### config.mk
export PLATFORM = sky130hd
export DESIGN_NAME = brew_dispense_module
export DESIGN_NICKNAME = d
export VERILOG_FILES = /design/src/rtl/brew_dispense_module_pkg.sv /design/src/rtl/brew_dispense_module_tick_prescaler.sv /design/src/rtl/brew_dispense_module.sv
export SDC_FILE = /design/constraint.sdc
export NUM_CORES = 1
export LEC_CHECK = 0
export ABC_AREA = 1
export CORE_UTILIZATION = 25
export DETAILED_ROUTE_END_ITERATION = 12
export GPL_TIMING_DRIVEN = 0
export HOLD_SLACK_MARGIN = 0.12
export PLACE_DENSITY = 0.43
export SYNTH_ARGS = -nofsm -noshare
export SYNTH_HDL_FRONTEND = slang
export SYNTH_SLANG_ARGS = --single-unit
### constraint.sdc
create_clock -name clk -period 2.3 [get_ports clk]
set_input_delay 0.46 -clock clk [delete_from_list [all_inputs] [get_ports clk]]
set_output_delay 0.46 -clock clk [all_outputs]
set_load 0.1 [all_outputs]
### src/rtl/brew_dispense_module_pkg.sv
// Shared drink definitions used by the price/change stage and the brew/dispense stage.
package brew_dispense_module_pkg;

    typedef enum logic [2:0] {
        ESPRESSO    = 3'd0,
        COFFEE_MILK = 3'd1,
        CAPPUCCINO  = 3'd2,
        MOCACCINO   = 3'd3
    } drink_t;

    localparam logic [3:0] ESPRESSO_TICKS    = 4'd5;
    localparam logic [3:0] COFFEE_MILK_TICKS = 4'd6;
    localparam logic [3:0] CAPPUCCINO_TICKS  = 4'd8;
    localparam logic [3:0] MOCACCINO_TICKS   = 4'd10;

    // Brew duration in ticks for a drink; undefined codes brew for zero ticks.
    function automatic logic [3:0] brew_ticks(input drink_t d);
        case (d)
            ESPRESSO:    return ESPRESSO_TICKS;
            COFFEE_MILK: return COFFEE_MILK_TICKS;
            CAPPUCCINO:  return CAPPUCCINO_TICKS;
            MOCACCINO:   return MOCACCINO_TICKS;
            default:     return 4'd0;
        endcase
    endfunction

endpackage

### src/rtl/brew_dispense_module_tick_prescaler.sv
// Free-running divider producing a one-cycle tick every TICK_DIV cycles while not cleared.
module tick_prescaler #(
    parameter int unsigned TICK_DIV = 50_000_000
) (
    input  logic clk,
    input  logic rst,
    input  logic clear,
    output logic tick
);

    localparam int unsigned W = (TICK_DIV > 2) ? $clog2(TICK_DIV) : 1;
    localparam logic [W-1:0] LAST = W'(TICK_DIV - 1);

    logic [W-1:0] cnt_q;

    // Count 0..TICK_DIV-1 and wrap; held at zero while cleared.
    always_ff @(posedge clk or posedge rst) begin
        if (rst) begin
            cnt_q <= '0;
        end else if (clear || cnt_q == LAST) begin
            cnt_q <= '0;
        end else begin
            cnt_q <= cnt_q + 1'b1;
        end
    end

    // Tick is decoded from the register so it never depends on inputs directly.
    always_comb begin
        tick = (cnt_q == LAST);
    end

endmodule

### src/rtl/brew_dispense_module.sv
// Brew/dispense stage: times the brew for the purchased drink, pays out change, then signals done.
module brew_dispense_module
    import brew_dispense_module_pkg::*;
#(
    parameter int unsigned TICK_DIV = 50_000_000
) (
    input  logic       clk,
    input  logic       rst,
    input  logic       start,
    input  logic [2:0] coffee_type,
    input  logic [3:0] change,
    input  logic       coin_ack,
    output logic       coin_out,
    output logic       brewing,
    output logic [3:0] time_left,
    output logic       busy,
    output logic       done
);

    typedef enum logic [1:0] {
        IDLE   = 2'd0,
        BREW   = 2'd1,
        CHANGE = 2'd2,
        DONE   = 2'd3
    } state_t;

    state_t     state_q, state_d;
    logic [3:0] ticks_q, ticks_d;
    logic [3:0] coins_q, coins_d;
    drink_t     type_q, type_d;
    logic [3:0] change_q, change_d;
    logic       tick;

    tick_prescaler #(
        .TICK_DIV(TICK_DIV)
    ) u_prescaler (
        .clk  (clk),
        .rst  (rst),
        .clear(state_q != BREW),
        .tick (tick)
    );

    // State and order registers.
    always_ff @(posedge clk or posedge rst) begin
        if (rst) begin
            state_q  <= IDLE;
            ticks_q  <= '0;
            coins_q  <= '0;
            type_q   <= ESPRESSO;
            change_q <= '0;
        end else begin
            state_q  <= state_d;
            ticks_q  <= ticks_d;
            coins_q  <= coins_d;
            type_q   <= type_d;
            change_q <= change_d;
        end
    end

    // Next-state logic and state-decoded outputs.
    always_comb begin
        state_d   = state_q;
        ticks_d   = ticks_q;
        coins_d   = coins_q;
        type_d    = type_q;
        change_d  = change_q;
        coin_out  = 1'b0;
        brewing   = 1'b0;
        time_left = '0;
        busy      = (state_q != IDLE);
        done      = 1'b0;
        case (state_q)
            IDLE: begin
                if (start && !coffee_type[2]) begin
                    type_d   = drink_t'(coffee_type);
                    change_d = change;
                    ticks_d  = brew_ticks(drink_t'(coffee_type));
                    state_d  = BREW;
                end
            end
            BREW: begin
                brewing   = 1'b1;
                time_left = ticks_q;
                if (tick && ticks_q != '0) begin
                    ticks_d = ticks_q - 4'd1;
                    if (ticks_q == 4'd1) begin
                        if (change_q != '0) begin
                            coins_d = change_q;
                            state_d = CHANGE;
                        end else begin
                            state_d = DONE;
                        end
                    end
                end
            end
            CHANGE: begin
                coin_out = 1'b1;
                if (coin_ack && coins_q != '0) begin
                    coins_d = coins_q - 4'd1;
                    if (coins_q == 4'd1) begin
                        state_d = DONE;
                    end
                end
            end
            DONE: begin
                done    = 1'b1;
                state_d = IDLE;
            end
            default: state_d = IDLE;
        endcase
    end

    // Sanity check: the remaining brew time never exceeds the latched drink's full duration.
    always_comb begin
        if (state_q == BREW) begin
            assert (ticks_q <= brew_ticks(type_q));
        end
    end

endmodule

Yosys cells after proc, flatten, opt, wreduce, memory -nomap -nowiden --
Index checks and enable logic that the tools add are counted.
Word-level totals: bits of input ports 11, register bits after elaboration 40, logic and storage cells 62, output and inout port bits 8
Cells by class: add/sub/neg operators 3, equality and inequality tests 16, reductions and logical operators 17, mux-type cells 21
Operators with widths (count):
- 4-bit two-way mux | 7
- 26-bit by 1-bit adder with 26-bit output (second input constant) | 1
- 26-bit == test (second input constant) | 1
- 26-bit two-way mux | 1
- 4-bit one-hot mux with 2 select lines | 2
- 4-bit one-hot mux with 4 select lines | 1
- 2-bit != test (second input constant) | 6
- 4-bit nonzero test | 3
- 2-bit two-way mux | 5
- 5-bit AND reduction | 2
- 4-bit by 1-bit == test with 1-bit output (second input constant) | 2
- 2-bit one-hot mux with 4 select lines | 1
- 4-bit by 1-bit subtractor with 4-bit output (second input constant) | 2
- 3-bit by 2-bit == test with 1-bit output (second input constant) | 2
- 2-bit nonzero test | 3
- 2-bit == test (second input constant) | 2
- 1-bit two-way mux | 4
- 3-bit by 1-bit == test with 1-bit output (second input constant) | 1
- 1-bit logical AND | 3
- 3-bit zero test | 1
- 3-bit AND reduction | 1
- 2-bit by 1-bit == test with 1-bit output (second input constant) | 1
- 2-bit zero test | 1
- 2-bit by 1-bit != test with 1-bit output (second input constant) | 1
- 3 further kinds | 3

Depth between registers and ports, before layout --
Gate-level depths: netlist (run 1).
depth in word-level cells 5, depth in mapped cells 11, depth with buffers taken out 10

Modules after synthesis --
A second synthesis (run 1) with hierarchy kept.
Second synthesis, totals: cell total of the unflattened synthesis 369, area, all modules 2697.6 um2
Modules (own cells, without submodules):
- tick_prescaler | seq. area each 650.6 um2, times used 1, cells an instance 230, area each 1644.1 um2
- brew_dispense_module | seq. area each 350.3 um2, times used 1, cells an instance 139, area each 1053.5 um2

Worst setup path before layout (run 1) --
OpenSTA, ideal clock, no wires.
path kind reg-to-output, start point register state_q[1], end point output port time_left[0], data required time 1.840 ns, path buffers 1, path slack -0.521 ns, data arrival time 2.361 ns, stages on the path, launching flop included 6, path through dfrtp_1 inv_1 ha_1 buf_4 nand2_1 inv_1
Between the ends: longest elaborated chain between the ends 2
RTL lines:
- start: declaration | line brew_dispense_module.sv:27 | state_t state_q, state_d;
- start signal: assignment | line brew_dispense_module.sv:52 | state_q <= state_d;
- 2-bit by 1-bit == test with 1-bit output | line brew_dispense_module.sv:72 | case (state_q)
- 4-bit two-way mux | line brew_dispense_module.sv:72
- end: declaration | line brew_dispense_module.sv:15 | output logic [3:0] time_left,
Every way passes these cells.

Worst setup path in the final report (run 1) --
start point register state_q[1], end point output port done
Between the ends: longest elaborated chain between the ends 2
RTL lines:
- 2-bit == test | line brew_dispense_module.sv:72
- 1-bit two-way mux | line brew_dispense_module.sv:72
- end: declaration | line brew_dispense_module.sv:17 | output logic done
Every way passes these cells.

==> flow_metrics.tcl, run 1 <==
set metrics [dict create \
    outcome "finished clean" \
    finalNonFillerCells 520 \
    rr_worst_depth 7 \
    ys.flop_type "dfrtp_1" \
    arrival_ns 1.74 \
    worstReg2RegEnd "ticks_q[3]" \
    syn-num-nets 380 \
    dp_cells 512 \
    grtUsageTotal_pct 12.62 \
    num_vias 2298 \
    grt_pass1_wl_um 10920 \
    yosys.area_share.simple_pct 40.39 \
    ys_ff_latch 40 \
    gr-total-overflow 0 \
    routed_wl_um 6274 \
    maxCapViolations 0 \
    slew_violations 0 \
    hp-class "input pin to asynchronous set/reset pin" \
    path_buf_inv 1 \
    final_layout_size_suffix_gt1_share_pct 11.63 \
    synth_mux_area_share_pct 1.301 \
    core_area_sq_um 9910 \
    drt-initial-drc-count 50 \
    vdd_drop_max_mv 0.6738 \
    worstMarginPinSlew_ns 0.9498 \
    synth_top_family_by_area "simple AND/OR/NAND/NOR gates" \
    vias_per_cell 4.419 \
    gp_congestion 0.8149 \
    reg2reg_from "state_q[1]" \
    synthesis.area_sq_um 2596 \
    ys_types 32 \
    setup.worst_path.class "flip-flop to output pin" \
    synth_compound_area_share_pct 3.325 \
    antenna_found_initial 0 \
    die-area_sq_um 10800 \
    critPathMaxStageDelay_ns 0.85 \
    clock_skew_ns 0.005345 \
    fp.dieH_um 103.9 \
    synth_xor_area_share_pct 3.373 \
    leakage_nw 1.331 \
    multi_input_area_sq_um 1371 \
    cts_tree "done" \
    synthToLayoutAreaGrowth_pct 18.55 \
    yosysWarnings 0 \
    nNetsFinal 406 \
    n_fill_cell 1114 \
    post-route-period-util_pct 95.54 \
    htree_levels 2 \
    wire_per_inst_um 12.07 \
    cts_hold_buf 0 \
    required_ns 1.84 \
    start_util_pct 26.20 \
    grt_pass1_vias 2261 \
    drc 0 \
    syn_avg_cell_area_sq_um 7.212 \
    critPathMaxFanout 5 \
    relSlewSlack_pct 36.93 \
    root_buffer "clkbuf_8" \
    synth_fa_ha_area_share_pct 4.337 \
    io_buffers 18 \
    post_cts_buffers 0 \
    crit_path_start_kind "flip-flop" \
    period_minus_slack_ns 2.197 \
    grt_setup_unrepaired "no" \
    path_cells "ha_1 > dlygate4sd2_1" \
    crit_path_end_kind "output pin" \
    worstSetupStartpoint "state_q[1]" \
    pin_count 19 \
    slowest_stage "dlygate4sd2_1" \
    antennaDiodeCount 0 \
    cts_sinks 40 \
    clock_path_buffers 2 \
    synth_edf_count 0 \
    holdWs_ns 0.3721 \
    hold_viol_final 0 \
    clk_pin_slew_ns 0.08 \
    synthCells 360 \
    dr.pass1.iters 4 \
    rrSetupSlack_ns 0.49 \
    fp-row-count 36 \
    yosysSeqAreaShare_pct 38.55 \
    clkLatencyLatePin_ns 0.30 \
    max_freq_ghz 0.4551 \
    die_w_um 103.9 \
    ant_nets 0 \
    hpwl_um 4872 \
    finalSetupViolations 0 \
    synthArstFlopShare_pct 100.0 \
    seq_area_sq_um 1001 \
    grt_max_degree 35 \
    powerDensity_nw_per_um2 1020 \
    path_delay_family "buffers and inverters" \
    cts_buffers 5 \
]
## cells by family after synthesis
kind of cell / Yosys count
muxes: 3
xor gates and xnor gates: 10
AOI/OAI and AO/OA: 16
buffers and inverters: 50
and+or+nand+nor: 232
DFF: 40
adders and majority gates: 9
## synthesized netlist by cell type (2+ instances only)
library cell	n	area share [%]
a21oi_1	6	1.2
buf_4	2	0.58
buf_6	2	0.87
dfrtp_1	40	39
ha_1	9	4.3
inv_1	42	6.1
inv_2	2	0.29
mux2_2	3	1.3
nand2_1	103	15
nand2_2	3	0.72
nand3_1	20	3.9
nand3_2	2	0.77
nand3_4	2	1.3
nand4_1	15	3.6
nor2_1	69	10
nor2_2	2	0.48
nor3_1	9	1.7
o21ai_0	7	1.3
xnor2_1	5	1.7
xor2_1	5	1.7
## routing by layer
| layer | GRT usage [%] | up-vias | part of all wire, % |
|---|---|---|---|
| met3 | 2.256 | 6 | 4.1 |
| li1 | - | 1185 | - |
| met5 | 0 | - | 0 |
| met1 | 16.38 | 1064 | 49 |
| met4 | 2.449 | 0 | 0.81 |
| met2 | 21.90 | 43 | 46 |
## area by class of cell
class | count | share of cell area, %
sequential | 40 | 32.52
clock inverter | 2 | 0.3252
multi-input combinational | 270 | 44.55
inverter | 44 | 5.854
buffer | 6 | 2.114
timing repair buffer | 19 | 6.545
tap | 133 | 5.407
clock buffer | 6 | 2.683
## how the worst max path moves through the flow
stage | end | cells after the start | slack, ns
after CTS | time_left[0] | 6 | 0.009
final | done | 2 | 0.10
after global placement | time_left[0] | 6 | -0.49
after floorplan | time_left[0] | 5 | 0.07
after detailed placement | time_left[0] | 6 | -0.49
after global routing | done | 2 | 0.03
## flip-flops by register name, indices dropped and copies added (netlist names)
signal	count
ticks_q	4
u_prescaler.cnt_q	26
coins_q	4
state_q	2
change_q	4
## through the flow
stage	utilization (%)	area [sq um]	TNS (ns)	worst slack, ns	total power [mW]
after detailed placement	30.08	2980	-2.280	-0.4883	2.670
after CTS	30.93	3065	0	0.009379	3.171
after floorplan	-	2614	0	0.06954	2.297
after global routing	31.06	3078	0	0.03405	3.405
after global placement	29.87	2960	-6.017	-0.4889	2.662
final	31.06	3078	0	0.1027	3.140
## cells in the final DEF, fill, tap and decap left out, types with 4 or more instances in the layout
master / count
nand4_1: 15
o21ai_0: 7
dfrtp_1: 40
clkdlybuf4s50_1: 10
xnor2_1: 5
clkinvlp_4: 4
nor3_1: 9
a21oi_1: 6
inv_1: 37
ha_1: 8
nand3_1: 20
buf_6: 7
clkbuf_8: 6
xor2_1: 5
nand2_1: 103
nor2_1: 69
## where the power goes
| group | internal (mW) | switching (mW) |
|---|---|---|
| sequential | 0.837 | 0.121 |
| clock | 0.240 | 0.267 |
| combinational | 0.544 | 1.13 |
## what timing repair did
item                                    CTS  global route
pin swaps                                 0             0
resized for setup                        34             7
cloned                                    0             0
endpoints found under the setup margin    8             5
Power figures use the tool's default switching activity.
==> inputs of run 2 (changes only) <==
--- a/config.mk
+++ b/config.mk
@@ -6,6 +6,7 @@
 export NUM_CORES = 1
 export LEC_CHECK = 0
 export ABC_AREA = 1
+export CORE_MARGIN = 2
 export CORE_UTILIZATION = 25
 export DETAILED_ROUTE_END_ITERATION = 12
 export GPL_TIMING_DRIVEN = 0
==> flow_metrics.tcl, run 2 (synthesis gave the netlist of run 1 again) <==
set metrics [dict create \
    clk_pin_slew_ns 0.09 \
    die-area_sq_um 11220 \
    hpwl_um 4887 \
    final_layout_size_suffix_gt1_share_pct 11.63 \
    nNetsFinal 406 \
    crit_path_end_kind "output pin" \
    rr_worst_depth 7 \
    grtUsageTotal_pct 11.92 \
    critPathMaxFanout 4 \
    antennaDiodeCount 0 \
    die_w_um 105.9 \
    finalSetupViolations 0 \
    root_buffer "clkbuf_8" \
    cts_hold_buf 0 \
    leakage_nw 1.335 \
    reg2reg_from "state_q[1]" \
    worstSetupStartpoint "state_q[0]" \
    cts_tree "done" \
    grt_pass1_vias 2261 \
    routed_wl_um 6134 \
    worstMarginPinSlew_ns 0.9559 \
    gr-total-overflow 0 \
    clock_skew_ns 0.009862 \
    hold_viol_final 0 \
    num_vias 2258 \
    core_area_sq_um 10180 \
    htree_levels 2 \
    setup.worst_path.class "flip-flop to output pin" \
    finalSetupTns_ns 0 \
    clock_path_buffers 2 \
    cts_sinks 40 \
    vias_per_cell 4.317 \
    final_cell_mix "nand2_1 (103), nor2_1 (69), dfrtp_1 (40)" \
    ant_nets 0 \
    fp-row-count 37 \
    io_buffers 18 \
    start_util_pct 25.49 \
    regMostFlops "u_prescaler.cnt_q" \
    final.setup.worst_slack_ns 0.05877 \
    relSlewSlack_pct 36.53 \
    drt-initial-drc-count 49 \
    crit_path_start_kind "flip-flop" \
    antenna_found_initial 0 \
    synthToLayoutAreaGrowth_pct 19.66 \
    slew_violations 0 \
    hp-class "input pin to asynchronous set/reset pin" \
    largest_register_ffs 26 \
    rrSetupSlack_ns 0.50 \
    grt_max_degree 29 \
    powerDensity_nw_per_um2 1037 \
    maxCapViolations 0 \
    required_ns 1.84 \
    outcome "finished clean" \
    pin_count 19 \
    clkLatencyLatePin_ns 0.29 \
    post-route-period-util_pct 97.44 \
    worstReg2RegEnd "ticks_q[1]" \
    grt_setup_unrepaired "yes" \
    dr.pass1.iters 4 \
    arrival_ns 1.78 \
    fp.dieH_um 105.9 \
    vdd_drop_max_mv 0.6303 \
    gp_congestion 0.8633 \
    post-place-ws_ns -0.4749 \
    final_common_cell "nand2_1" \
    max_freq_ghz 0.4462 \
    cts_buffers 5 \
    drc 0 \
    wire_per_inst_um 11.73 \
    grt_pass1_wl_um 10740 \
    period_minus_slack_ns 2.241 \
]
==> run 2: changes by cell type in the layout (fill, tap and decap cells not counted) <==
cell	change
clkbuf_8	-1
bufinv_16	+1
buf_4	+1
clkinvlp_4	+1
ha_2	-1
ha_4	+1
clkinv_2	-1
buf_6	-1
==> run 2: final cells by class <==
cell class	count	area [sq um]
clock buffer	5	68.82
inverter	44	180.2
timing repair buffer	19	201.4
tap	136	170.2
fill	1150	7078
buffer	6	61.31
clock inverter	3	42.54
sequential	40	1001
multi-input combinational	270	1381
==> run 2: metrics by stage <==
step	utilization, %	total power, mW	hold slack (ns)	cell area, sq um	instances
finish	30.50	3.222	0.4300	3107	523
global route	30.50	3.493	0.4419	3107	523
CTS	30.32	3.248	0.4331	3088	523
detailed placement	29.30	2.662	0.4642	2984	515
global placement	29.10	2.662	0.4620	2964	514
floorplan	-	2.297	0.4417	2614	360
==> run 2: worst max-delay path, cell delays in order (launching register included) <==
cell,delay (ns)
dfrtp_1,0.45
ha_1,0.18
dlygate4sd2_1,0.85
==> run 2: report_power, final <==
| part | leakage (nW) | internal [mW] | total [mW] | switching [mW] |
|---|---|---|---|---|
| logic | 0.746 | 0.547 | 1.68 | 1.13 |
| clock network | 0.0541 | 0.321 | 0.587 | 0.265 |
| registers | 0.535 | 0.837 | 0.958 | 0.121 |
==> run 2: worst max path at each step <==
stage                              end  slack (ns)
after floorplan           time_left[0]        0.07
after global placement    time_left[0]       -0.48
after detailed placement  time_left[0]       -0.47
after CTS                 time_left[0]        0.03
after global routing              done       -0.02
final                             done        0.06
==> run 2: routing by layer <==
metal / vias up / global-route usage (%) / wire [um]
li1: 1188 / - / -
met1: 1034 / 15.42 / 2927
met2: 30 / 20.55 / 2987
met3: 6 / 2.023 / 138
met4: 0 / 3.195 / 79
met5: - / 0 / 0
==> run 2: timing repair <==
item,in CTS,in global routing
endpoints found under the setup margin,8,5
setup buffers,0,0
resized for setup,34,7
==> inputs of run 3 (changes only) <==
--- a/config.mk
+++ b/config.mk
@@ -8,7 +8,9 @@
 export ABC_AREA = 1
 export CORE_MARGIN = 2
 export CORE_UTILIZATION = 25
+export CTS_CLUSTER_SIZE = 24
 export DETAILED_ROUTE_END_ITERATION = 12
+export GPL_ROUTABILITY_DRIVEN = 0
 export GPL_TIMING_DRIVEN = 0
 export HOLD_SLACK_MARGIN = 0.12
 export PLACE_DENSITY = 0.43
==> constraint.sdc (replaced) <==
create_clock -name clk -period 2.4 [get_ports clk]
set_input_delay 0.48 -clock clk [delete_from_list [all_inputs] [get_ports clk]]
set_output_delay 0.48 -clock clk [all_outputs]
set_load 0.1 [all_outputs]
==> flow_metrics.tcl, run 3 (synthesis gave the netlist of run 1 again) <==
set metrics [dict create \
    cts_sinks 40 \
    powerDensity_nw_per_um2 991.7 \
    relSlewSlack_pct 36.53 \
    rrSetupSlack_ns 0.56 \
    cts_buffers 5 \
    grt_pass1_vias 2263 \
    vdd_drop_max_mv 0.5773 \
    gr-total-overflow 0 \
    dp_cells 515 \
    root_buffer "clkbuf_8" \
    largest_register_ffs 26 \
    start_util_pct 25.49 \
    fp-row-count 37 \
    worstMarginPinSlew_ns 0.9559 \
    worstSetupStartpoint "state_q[1]" \
    wl_met2_um 2988 \
    rr_worst_depth 7 \
    clock_skew_ns 0.007008 \
    final_cell_mix "nand2_1 (103), nor2_1 (69), dfrtp_1 (40)" \
    fin_area_sq_um 3088 \
    hold_viol_final 0 \
    slew_violations 0 \
    die_w_um 105.9 \
    htree_levels 2 \
    regMostFlops "u_prescaler.cnt_q" \
    vias_per_cell 4.308 \
    wire_per_inst_um 11.76 \
    drt-met1-wl_um 2948 \
    post-route-period-util_pct 94.92 \
    clock_path_buffers 2 \
    grt_setup_unrepaired "no" \
    hp-class "input pin to asynchronous set/reset pin" \
    crit_path_end "time_left[1]" \
    clk_pin_slew_ns 0.08 \
    period_minus_slack_ns 2.278 \
    arrival_ns 1.80 \
    grtUsageTotal_pct 11.93 \
    fp.dieH_um 105.9 \
    num_vias 2253 \
    outcome "finished clean" \
    final_common_cell "nand2_1" \
    setup.worst_path.class "flip-flop to output pin" \
    antennaDiodeCount 0 \
    worstReg2RegEnd "ticks_q[1]" \
    ant_nets 0 \
    final_util_pct 30.32 \
    final_layout_size_suffix_gt1_share_pct 11.63 \
    finalNonFillerCells 523 \
    drt-initial-drc-count 46 \
    dr.pass1.iters 4 \
    leakage_nw 1.329 \
    drc 0 \
    io_buffers 18 \
    cts_tree "done" \
    met3WireLength_um 132 \
    detailed_place.area_sq_um 2984 \
    synthToLayoutAreaGrowth_pct 18.94 \
    max_freq_ghz 0.4389 \
    crit_path_start_kind "flip-flop" \
    grt_max_degree 29 \
    critPathMaxFanout 10 \
    core_area_sq_um 10180 \
    clkLatencyLatePin_ns 0.29 \
    top_layer_used "met4" \
    antenna_found_initial 0 \
    n_fill_cell 1156 \
    crit_path_end_kind "output pin" \
    required_ns 1.92 \
    hpwl_um 4887 \
    nNetsFinal 406 \
    maxCapViolations 0 \
    finalSetupViolations 0 \
    reg2reg_from "state_q[1]" \
    routed_wl_um 6149 \
    grt_pass1_wl_um 10750 \
    pin_count 19 \
    die-area_sq_um 11220 \
]
[run 3: worst min-delay path by stage]
stage / from / to / cells past startpoint
after floorplan: coins_q[1] / coins_q[1] / 2
after CTS: rst / u_prescaler.cnt_q[2] / 2
after global routing: rst / u_prescaler.cnt_q[0] / 2
after global placement: coins_q[1] / coins_q[1] / 2
after detailed placement: coins_q[1] / coins_q[1] / 2
final: rst / u_prescaler.cnt_q[24] / 2
[run 3: stage by stage]
stage / hold WS [ns] / total power [mW] / setup TNS (ns) / setup WS, ns
6_report: 0.4501 / 3.062 / 0 / 0.1218
5_1_grt: 0.4619 / 3.326 / 0 / 0.01253
4_1_cts: 0.4531 / 3.110 / 0 / 0.00007838
3_5_place_dp: 0.4642 / 2.551 / -1.660 / -0.3949
3_3_place_gp: 0.4620 / 2.551 / -4.321 / -0.4009
2_1_floorplan: 0.4417 / 2.201 / 0 / 0.1495
[run 3: final cells by class]
type                       count  area [sq um]  share of cell area (%)
inverter                      44         180.2                   5.835
clock buffer                   5         68.82                   2.229
buffer                         6         61.31                   1.985
sequential                    40          1001                   32.41
clock inverter                 3         42.54                   1.378
multi-input combinational    270          1371                   44.41
timing repair buffer          19         192.7                   6.240
tap                          136         170.2                   5.511
[run 3: critical path, stage by stage, from the launching register on]
cell	delay, ns
dfrtp_1	0.43
inv_1	0.10
ha_2	0.27
buf_4	0.22
nand2_1	0.11
clkinvlp_4	0.07
clkbuf_4	0.31
[run 3: repair_timing]
action                     in CTS  in global routing
hold buffers                    0                  0
setup buffers                   0                  0
pin swaps                       0                  0
setup endpoints to repair       8                  1
resized for setup              33                  1
[run 3: metal layers]
metal | up-vias | track usage, %
met5 | - | 0
met4 | 0 | 3.195
met3 | 6 | 2.023
met2 | 30 | 20.55
met1 | 1030 | 15.46
li1 | 1187 | -
[run 3: power by group]
group          switching, mW  internal [mW]  leakage, nW  total (mW)
logic                   1.08          0.510        0.740        1.59
registers              0.113          0.802        0.535       0.915
clock network          0.251          0.308       0.0541       0.559
total                   1.44           1.62         1.33        3.06
